[config.mk]
export PLATFORM = sky130hd
export DESIGN_NAME = pending_encoder
export DESIGN_NICKNAME = d
export VERILOG_FILES = /design/src/rtl/pending_encoder.sv
export SDC_FILE = /design/constraint.sdc
export NUM_CORES = 1
export LEC_CHECK = 0
export ABC_AREA = 1
export BUFFER_PORTS_ARGS = -buffer_cell sky130_fd_sc_hd__buf_2
export CAP_MARGIN = 10
export CORE_MARGIN = 2
export CORE_UTILIZATION = 45
export DETAILED_ROUTE_END_ITERATION = 12
export GPL_TIMING_DRIVEN = 0
export PLACE_DENSITY_LB_ADDON = 0.05
export SETUP_SLACK_MARGIN = 0.3
export SLEW_MARGIN = 10
export SYNTH_ARGS = -nofsm -noshare
export SYNTH_HDL_FRONTEND = slang
export SYNTH_SLANG_ARGS = --single-unit
[constraint.sdc]
create_clock -name Clk -period 7 [get_ports Clk]
set_clock_uncertainty 0.2 [all_clocks]
set_input_delay 1.4 -clock Clk [delete_from_list [all_inputs] [get_ports Clk]]
set_output_delay 1.4 -clock Clk [all_outputs]
set_load 0.01 [all_outputs]
[src/rtl/pending_encoder.sv]
// -----------------------------------------------------------------------------
// pending_encoder
//
// Collects write requests into a 32-bit pending register and offers them one
// at a time, round-robin, over a Valid/Ready handshake. Requests are never
// dropped: a repeat request for an already-pending index is merged and
// flagged on Merge for one cycle.
//
// Ports
//   Clk      in   1   sole clock, rising edge
//   Rst      in   1   asynchronous reset, active low
//   ReqIn    in  32   request vector, bit i requests register i
//   Ready    in   1   consumer takes the offered index this cycle
//   Valid    out  1   an index is being offered on Awr
//   Awr      out  5   offered index, meaningful only while Valid=1
//   Pending  out 32   pending-request register
//   Count    out  6   number of set bits in Pending
//   Merge    out  1   one-cycle pulse: a request hit an already-pending bit
// -----------------------------------------------------------------------------
module pending_encoder (
    input  logic        Clk,
    input  logic        Rst,
    input  logic [31:0] ReqIn,
    input  logic        Ready,
    output logic        Valid,
    output logic [4:0]  Awr,
    output logic [31:0] Pending,
    output logic [5:0]  Count,
    output logic        Merge
);

    typedef enum logic {
        IDLE  = 1'b0,
        OFFER = 1'b1
    } state_t;

    // First set bit of vec, searching upward from index start and wrapping
    // 31 -> 0. The 5-bit index addition provides the wrap.
    function automatic logic [4:0] rr_select(input logic [31:0] vec,
                                             input logic [4:0]  start);
        logic [4:0] idx;
        logic       found;
        rr_select = '0;
        found     = 1'b0;
        for (int i = 0; i < 32; i++) begin
            idx = start + 5'(i);
            if (!found && vec[idx]) begin
                rr_select = idx;
                found     = 1'b1;
            end
        end
    endfunction

    function automatic logic [5:0] popcount32(input logic [31:0] vec);
        popcount32 = '0;
        for (int i = 0; i < 32; i++) begin
            popcount32 = popcount32 + 6'(vec[i]);
        end
    endfunction

    state_t      state_q, state_d;
    logic [31:0] pend_q,  pend_d;
    logic [4:0]  ptr_q,   ptr_d;
    logic [4:0]  awr_q,   awr_d;
    logic [5:0]  count_q, count_d;
    logic        merge_q, merge_d;

    logic        accept;
    logic [31:0] awr_onehot;
    logic [31:0] clr;
    logic [31:0] remain;
    logic [4:0]  next_ptr;

    always_comb begin
        // NOTE: every signal gets a default before any branch so no path
        // leaves one unassigned and a latch can never be inferred.
        state_d    = state_q;
        ptr_d      = ptr_q;
        awr_d      = awr_q;

        accept     = (state_q == OFFER) && Ready;
        awr_onehot = 32'h1 << awr_q;
        clr        = accept ? awr_onehot : '0;

        // OR-ing ReqIn after the clear makes a same-edge re-request win.
        pend_d     = (pend_q & ~clr) | ReqIn;
        merge_d    = |(ReqIn & pend_q & ~clr);
        // Count tracks the value Pending will hold, so both agree every cycle.
        count_d    = popcount32(pend_d);

        // Selection looks only at the registered vector: bits arriving on
        // this edge are offered no earlier than the next one.
        remain     = pend_q & ~awr_onehot;
        next_ptr   = awr_q + 5'd1;

        unique case (state_q)
            IDLE: begin
                if (pend_q != '0) begin
                    awr_d   = rr_select(pend_q, ptr_q);
                    state_d = OFFER;
                end
            end
            OFFER: begin
                // Without Ready the offer is frozen, even if a bit that
                // would win arbitration shows up meanwhile.
                if (Ready) begin
                    ptr_d = next_ptr;
                    if (remain != '0) begin
                        awr_d = rr_select(remain, next_ptr);
                    end else begin
                        state_d = IDLE;
                    end
                end
            end
            default: state_d = IDLE;
        endcase
    end

    // NOTE: all state is reset asynchronously so outputs clear the moment Rst
    // falls, without waiting for a clock edge; the release is assumed to be
    // synchronised by the surrounding system.
    always_ff @(posedge Clk or negedge Rst) begin
        if (!Rst) begin
            state_q <= IDLE;
            pend_q  <= '0;
            ptr_q   <= '0;
            awr_q   <= '0;
            count_q <= '0;
            merge_q <= 1'b0;
        end else begin
            // NOTE: non-blocking assignments so every flop samples the values
            // from before this edge, independent of statement order.
            state_q <= state_d;
            pend_q  <= pend_d;
            ptr_q   <= ptr_d;
            awr_q   <= awr_d;
            count_q <= count_d;
            merge_q <= merge_d;
        end
    end

    assign Valid   = (state_q == OFFER);
    assign Awr     = awr_q;
    assign Pending = pend_q;
    assign Count   = count_q;
    assign Merge   = merge_q;

endmodule

**Word level (Yosys, flattened, before mapping)**

Cells that the tools add are included.

- Register bits: 50
- Bits of input ports: 35
- Output and inout bits: 45
- Logic and storage cells: 724

- Add/sub/neg operators: 94
- $lt $le $gt $ge: 64
- Equal/unequal tests: 3
- Shift operators: 1
- Muxes and demuxes: 418
- Bitwise gates (word level): 8
- Reduce and logical (&&, ||, !) cells: 130

Operators by type and width:

| cell | number |
|---|---|
| $lt A5 B6 Y1 const B | 64 |
| $mux W5 | 67 |
| $bmux W1 S5 | 64 |
| $mux W1 | 284 |
| $add A5 B5 Y5 const B | 32 |
| $add A6 B1 Y6 | 26 |
| $and A32 B32 Y32 | 4 |
| $add A5 B4 Y5 const B | 16 |
| $not A32 Y32 | 2 |
| $reduce_bool A32 Y1 | 2 |
| $logic_and A1 B1 Y1 | 63 |
| $logic_not A1 Y1 | 62 |
| $add A5 B3 Y5 const B | 8 |
| $mux W32 | 1 |
| $or A32 B32 Y32 | 1 |
| $reduce_or A32 Y1 | 1 |
| $shl A1 B5 Y32 const A | 1 |
| $add A5 B2 Y5 const B | 4 |
| $add A5 B1 Y5 const B | 3 |
| $pmux W5 S2 | 1 |
| $add A5 B1 Y6 | 1 |
| $add A4 B1 Y5 | 1 |
| $add A3 B1 Y4 | 1 |
| $ne A2 B2 Y1 const B | 2 |
| other kinds (7) | 7 |

**Longest topological paths before layout**

Gate-level depths: netlist of run 1.

- Depth in word-level cells: 195
- Gate-level depth with buffers: 40

**Worst setup path before layout of run 1**

Ideal clock, no wire load.

- Path type: input -> register
- Start: input Ready
- End: register count_q[4], in the netlist Count[4]
- Arrival: 5939 ps
- Required time: 6679 ps
- Path slack: 740 ps
- Stages: 17
- Path buffers: 1
- Cell sequence: nand2_1 clkbuf_1 o21ai_0 nand2_1 inv_1 fa_1 inv_1 fa_1 fa_1 fa_1 fa_1 fa_1 ha_1 inv_1 fa_1 o21a_1 xor2_1

- Elaborated cells on any way between the ends: 36

RTL lines:

| what | line | text |
|---|---|---|
| start, declared | 24 | `input logic Ready,` |
| $logic_and A1 B1 Y1 | 81 | `accept = (state_q == OFFER) && Ready;` |
| $mux W32 | 83 | `clr = accept ? awr_onehot : '0;` |
| $not A32 Y32 | 86 | `pend_d = (pend_q & ~clr) \| ReqIn;` |
| $and A32 B32 Y32 | 86 |  |
| $or A32 B32 Y32 | 86 |  |
| net pend_d[17] | 62 | `logic [31:0] pend_q, pend_d;` |
| $add A6 B1 Y6 (15 in a row) | 57 | `popcount32 = popcount32 + 6'(vec[i]);` |
| net count_d[4] | 65 | `logic [5:0] count_q, count_d;` |
| end signal, assigned | 137 | `count_q <= count_d;` |
| end, declared | 65 |  |

The timed path passes the listed nets, and every way through them passes these cells.
A chain may end at the register's enable or synchronous reset.

**Final worst setup path of run 1**

- Start: input Ready
- End: register count_q[4], in the netlist Count[4]

- Elaborated cells on any way between the ends: 36

RTL lines:

| what | line |
|---|---|
| $logic_and A1 B1 Y1 | 81 |
| $mux W32 | 83 |
| $not A32 Y32 | 86 |
| $and A32 B32 Y32 | 86 |
| $or A32 B32 Y32 | 86 |
| net pend_d[15] | 62 |
| $add A6 B1 Y6 (17 in a row) | 57 |
| net count_d[4] | 65 |

The timed path passes the listed nets, and every way through them passes these cells.

==> results of run 1 <==
## layout make-up
cell class / instances / area (sq um) / area share, %
inverter: 252 / 958.4 / 7.394
clock buffer: 5 / 125.1 / 0.9653
timing repair buffer: 86 / 450.4 / 3.475
buffer: 72 / 444.2 / 3.427
sequential: 50 / 1254 / 9.672
clock inverter: 3 / 43.79 / 0.3378
tap: 335 / 419.2 / 3.234
multi-input combinational: 1702 / 9268 / 71.50
## worst paths after layout
check,start,to,slack [ps],depth (start not counted)
max in group asynchronous,Rst,Awr[2]$_DFFE_PN0P_,5170,1
min in group asynchronous,Rst,Pending[23]$_DFF_PN0_,920,1
worst min register to register,Awr[1]$_DFFE_PN0P_,Awr[1]$_DFFE_PN0P_,600,4
worst max register to register,Awr[0]$_DFFE_PN0P_,Count[4]$_DFF_PN0_,630,23
worst min-delay path,Awr[1]$_DFFE_PN0P_,Awr[1]$_DFFE_PN0P_,600,4
worst max-delay path,Ready,Count[4]$_DFF_PN0_,540,18
## cell usage in the layout, fill, tap and decap left out, types with 23 or more instances in the layout
cell | synthesis | routed
nand2_1 | 505 | 505
nand3_1 | 442 | 441
nor2_1 | 250 | 245
inv_1 | 227 | 227
buf_2 | 26 | 102
o21ai_0 | 90 | 88
nand4_1 | 67 | 67
dfrtp_1 | 50 | 48
ha_1 | 38 | 35
o21ai_1 | 34 | 34
a21oi_1 | 23 | 23
fa_1 | 24 | 23
## logic make-up (layout without fill, tap and decap cells)
logic type / after synthesis / after routing / share of synthesized area [%]
and+or+nand+nor: 1378 / 1378 / 54.44
DFF: 50 / 50 / 10.62
buffers and inverters: 324 / 418 / 11.50
AOI/OAI and AO/OA: 216 / 216 / 10.97
xor gates and xnor gates: 37 / 37 / 3.580
adders and majority gates: 62 / 62 / 8.116
muxes: 9 / 9 / 0.7648
## layer usage
metal | global-route usage (%) | wire length (microns) | vias up
met5 | 0 | 0 | -
met4 | 20.83 | 3499 | 0
met3 | 8.246 | 5501 | 239
met2 | 62.13 | 23740 | 871
met1 | 46.76 | 21050 | 6826
li1 | - | - | 7098
## registers in the layout, indices dropped and copies added (netlist names)
signal / count
Awr: 5
Count: 6
Merge: 1
Pending: 32
Valid: 1
ptr_q: 5
## through the flow
step           setup WS (ps)  hold WS [ps]  setup TNS [ps]  std cells  util (%)
2_1_floorplan          739.7         478.8               0       2076         -
3_3_place_gp          -415.8         573.0           -1591       2490     48.60
3_5_place_dp          -394.2         587.1           -1534       2490     48.60
4_1_cts                265.6         604.5               0       2498     49.49
5_1_grt                290.2         647.6               0       2505     50.03
6_report               541.6         604.8               0       2505     50.03
## Yosys cell counts (19+ instances only)
library cell and count:
a21oi_1 23, o21ai_0 90, nor2_1 250, ha_1 38, buf_2 26, nand4_1 67
nand3_1 442, fa_1 24, inv_1 227, dfrtp_1 50, inv_2 21, o21ai_1 34
nand2_1 505, clkbuf_1 28, nor3_1 19, xor2_1 23
## worst min-delay path, cell delays in order (launching register included)
cell     delay, ps
dfrtp_1        480
inv_1          140
nand2_1         60
nand2_1         60
inv_1           40
## timing repair
| action | in CTS | in global routing |
|---|---|---|
| cloned | 0 | 0 |
| resized for setup | 15 | 50 |
| pin swaps | 0 | 4 |
| buffers inserted | 0 | 7 |
| setup endpoints to repair | 7 | 9 |
==> metrics.txt, run 1 <==
post-DP HPWL=43.31 mm; Inserted Clock Buffers=5; Final GP Congestion=1.038; Yosys top cell area share=18.78%; fmax=154.8 MHz; ratio of cells with drive above 1 in the final layout=around an eighth; vias in the first global route=approximately 14,000; family with the most delay on the worst path=adder cells; initial antenna violation count=0; number of flops mapped to enable cells by yosys=0; Starting Density=approximately 45%; period utilization=between 90% and 100%; asr flop ratio synth=between 90% and 100%; Slowest cell on crit path=fa_1; Clk pin slew, worst setup/hold paths=approximately 70 ps; CP required=7000 ps; hold_buf cts=0; CTS max path bufs=2; Max-Slew Margin vs Limit=between 10% and 20%; #FFs+latches synth=50; slowest cell delay on critical path=610 ps; DR vias=between 15,000 and 20,000; CP cell instances=buf_2 -> nand2_1 -> buf_2 -> o21ai_0 -> nand2_1 -> inv_1 -> fa_1 -> inv_1 -> fa_1 -> fa_1 -> fa_1 -> fa_1 -> fa_1 -> ha_1 -> inv_1 -> fa_1 -> o21a_1 -> xor2_1; RSZ-0062 raised after global routing=true; Max Cap Violations=0; Synth area leader=nand3_1; GRT Overall Usage=about two fifths; Final Critical Period=6458 ps; Synth-to-Final Area Change=10.05%; Buffers on Ports=between 70 and 80; Total Routed Length=53.80 mm; TritonRoute pass-1 iters=8; row count=between 50 and 60; synthesized area=11,780 sq um; die height=about 170 microns; CTS tree=built; Die Area=~27,000 sq um; post-route ant nets=0; post-synth cell types=between 60 and 70; routed vias/inst=~6.0; Die W=165.8 microns; worst-margin pin slew=~1200 ps; Syn Inst Count=~2,100; max-slew violations=0; Post-Syn Nets=between 2,000 and 2,500; Area contributors post-synth=nand3_1 19%, nand2_1 16%, dfrtp_1 11%, nor2_1 8.0%, inv_1 7.2%; Setup crit start kind=input port; CP arrival=between 6000 and 7000 ps; Core Box Area=~26,000 sq um; synthesis warning total=0; DRC errors left=0; # diodes=0; Final Hold Vio Count=0; Design Area, Final=approximately 13,000 sq um; CTS H-Tree Depth=2; Hold Path Class=flop to flop; CTS sink cnt=50; Final setup viols=0; Bufs and invs on worst path=5; 1st-iter DRT viols=2,038; Top FF cell, synth=dfrtp_1; status=complete, no violations; Nets=~2,300; placement-stage cell area=around 13,000 sq um; Worst-Skew Late Latency=between 300 and 400 ps; I/O Pins=80; mean routed wirelength per cell=~21 microns; GR Overflow Total=0; Worst Path Max Fanout=10; sequential share of the synthesized area=around a tenth; first-pass GRT wire length=~81 mm; largest net degree at the start of global routing=51; Worst setup EP type=flop; crit path kind=input port to flop; most used cell, CP=fa_1; Root Buffer=clkbuf_16; Layout fillers=roughly 2,900; Mean Syn Cell Area=5.674 sq um
Power of run 1 is not shown: default switching activity piles up to over one toggle a cycle in this logic, so the estimate is an artifact.
==> run 2, diff against run 1 <==
==> constraint.sdc (replaced) <==
create_clock -name Clk -period 8 [get_ports Clk]
set_clock_uncertainty 0.2 [all_clocks]
set_input_delay 1.6 -clock Clk [delete_from_list [all_inputs] [get_ports Clk]]
set_output_delay 1.6 -clock Clk [all_outputs]
set_load 0.01 [all_outputs]
==> run 2 against run 1 <==
Compared with the run above:
- routed wire length unchanged
- cell area down 1.4%
- critical path depth increased by 14
- count of clock-buffer cells in the layout unchanged
- first-iteration DRC count is 6.4% lower
- global-route usage is essentially flat
- via count fell by 0.65%
- die area stayed put
- sequential share of layout area rose by 0.12 points
- core utilization is 0.71 points lower
- largest cell class unchanged
==> metrics.txt, run 2 (synthesis results as in run 1) <==
mean routed wirelength per cell=between 20 and 25 microns; dpl ws=605.8 ps; Die W=between 150 and 200 microns; Worst-Skew Late Latency=between 300 and 400 ps; Final Util=approximately half; routed length on met2=between 20 and 25 mm; max-slew violations=0; post-route ant nets=0; R2R depth=32; Final setup viols=0; # diodes=0; post-DP HPWL=about 43 mm; Bufs and invs on worst path=7; largest net degree at the start of global routing=51; Max Cap Violations=0; GR Overflow Total=0; routed length on met3=approximately 5.4 mm; Slowest cell on crit path=xor2_1; Inserted Clock Buffers=5; Sequential Area=around 1300 sq um; Final Hold Vio Count=0; I/O Pins=80; crit path kind=flop to flop; Final Critical Period=7265 ps; TritonRoute pass-1 iters=7; Total Routed Length=around 54 mm; first-pass GRT wire length=about 81 mm; commonest cells after routing, fill and taps aside=505 x nand2_1, 442 x nand3_1, 250 x nor2_1; top layer in use=met4; RSZ-0062 raised after global routing=false; Worst Path Max Fanout=12; M1 wire length=between 20 and 25 mm; Core Box Area=around 26,000 sq um; period utilization=between 90% and 100%; Starting Density=between 40% and 50%; Design Area, Final=around 13,000 sq um; 1st-iter DRT viols=around 1,900; Die Area=27,480 sq um; fmax=137.6 MHz; Nets=roughly 2,300; Fin Setup TNS=0 ps; GRT Overall Usage=a little under two fifths; Buffers on Ports=between 70 and 80; Hold Path Stages=4; final worst slack=734.5 ps; DR vias=14,940; max reg flops=32; CTS max path bufs=2; family with the most delay on the worst path=simple AND/OR/NAND/NOR gates; status=complete, no violations; Stages on worst setup path=32; DRC errors left=0; routed vias/inst=about 6; CP required=~8000 ps; placement-stage cell area=roughly 13,000 sq um; Layout fillers=roughly 2,900; Synth-to-Final Area Change=8.498%; Max-Slew Margin vs Limit=between 20% and 30%; die height=~170 microns; row count=59; CP arrival=7250 ps; most used cell, CP=nor2_1; most common cell after layout, fill and taps aside=nand2_1; Setup crit start kind=flop; CTS sink cnt=50; Clk pin slew, worst setup/hold paths=about 70 ps; CTS tree=built; area occupied by multi-input gates=between 9000 and 10,000 sq um; CTS H-Tree Depth=2; ratio of cells with drive above 1 in the final layout=between 10% and 20%; initial antenna violation count=0; Hold Path Class=flop to flop; worst-margin pin slew=roughly 1200 ps; Worst setup EP type=flop; slowest cell delay on critical path=about 700 ps; Final GP Congestion=between 1 and 1.5; vias in the first global route=14,060; setup bufs post-CTS=0; Root Buffer=clkbuf_16
run 2: changes by cell type in the layout (fill, tap and decap cells not counted), sizes merged:
cell  previous run  this run
buf            130       123
run 2: routing by layer:
metal  GRT usage [%]  vias to the layer above
met5               0                        -
met4           20.87                        0
met3           7.960                      229
met2           61.99                      825
met1           47.08                     6796
li1                -                     7086
run 2: final cells by class:
type / instances / area share (%)
Buffer: 72 / 3.133
Tap cell: 335 / 3.280
Clock buffer: 5 / 0.9790
Timing Repair Buffer: 79 / 3.113
Inverter: 252 / 7.499
Multi-Input combinational cell: 1702 / 71.86
Clock inverter: 3 / 0.3427
Sequential cell: 50 / 9.790
run 2: worst reg2reg max path: cells and delay by family, from the launching register on:
family,cells,cell delay [ps]
simple gates,22,3460
buf+inv,7,1320
flops,1,640
xor+xnor,1,700
fa+ha+maj,2,810
run 2: path summary, 6_finish.rpt:
check	start	endpoint	slack, ps
hold / removal	Awr[1]$_DFFE_PN0P_	Awr[1]$_DFFE_PN0P_	600
min in group asynchronous	Rst	Pending[23]$_DFF_PN0_	1130
setup reg to reg	Awr[2]$_DFFE_PN0P_	Awr[3]$_DFFE_PN0P_	730
setup / recovery	Awr[2]$_DFFE_PN0P_	Awr[3]$_DFFE_PN0P_	730
max in group asynchronous	Rst	Count[5]$_DFF_PN0_	6010
hold reg to reg	Awr[1]$_DFFE_PN0P_	Awr[1]$_DFFE_PN0P_	600
run 2: timing repair:
action,4_1_cts,5_1_grt
hold buffers,0,0
gates resized for setup,0,7
endpoints found under the setup margin,0,5
run 2: per-stage QoR:
stage                     std cells  hold slack [ps]
final                          2498            599.4
after global routing           2498            647.6
after CTS                      2498            604.5
after detailed placement       2490            587.1
after global placement         2490            573.0
after floorplan                2076            478.8
Power of run 2 is left out for the same reason.
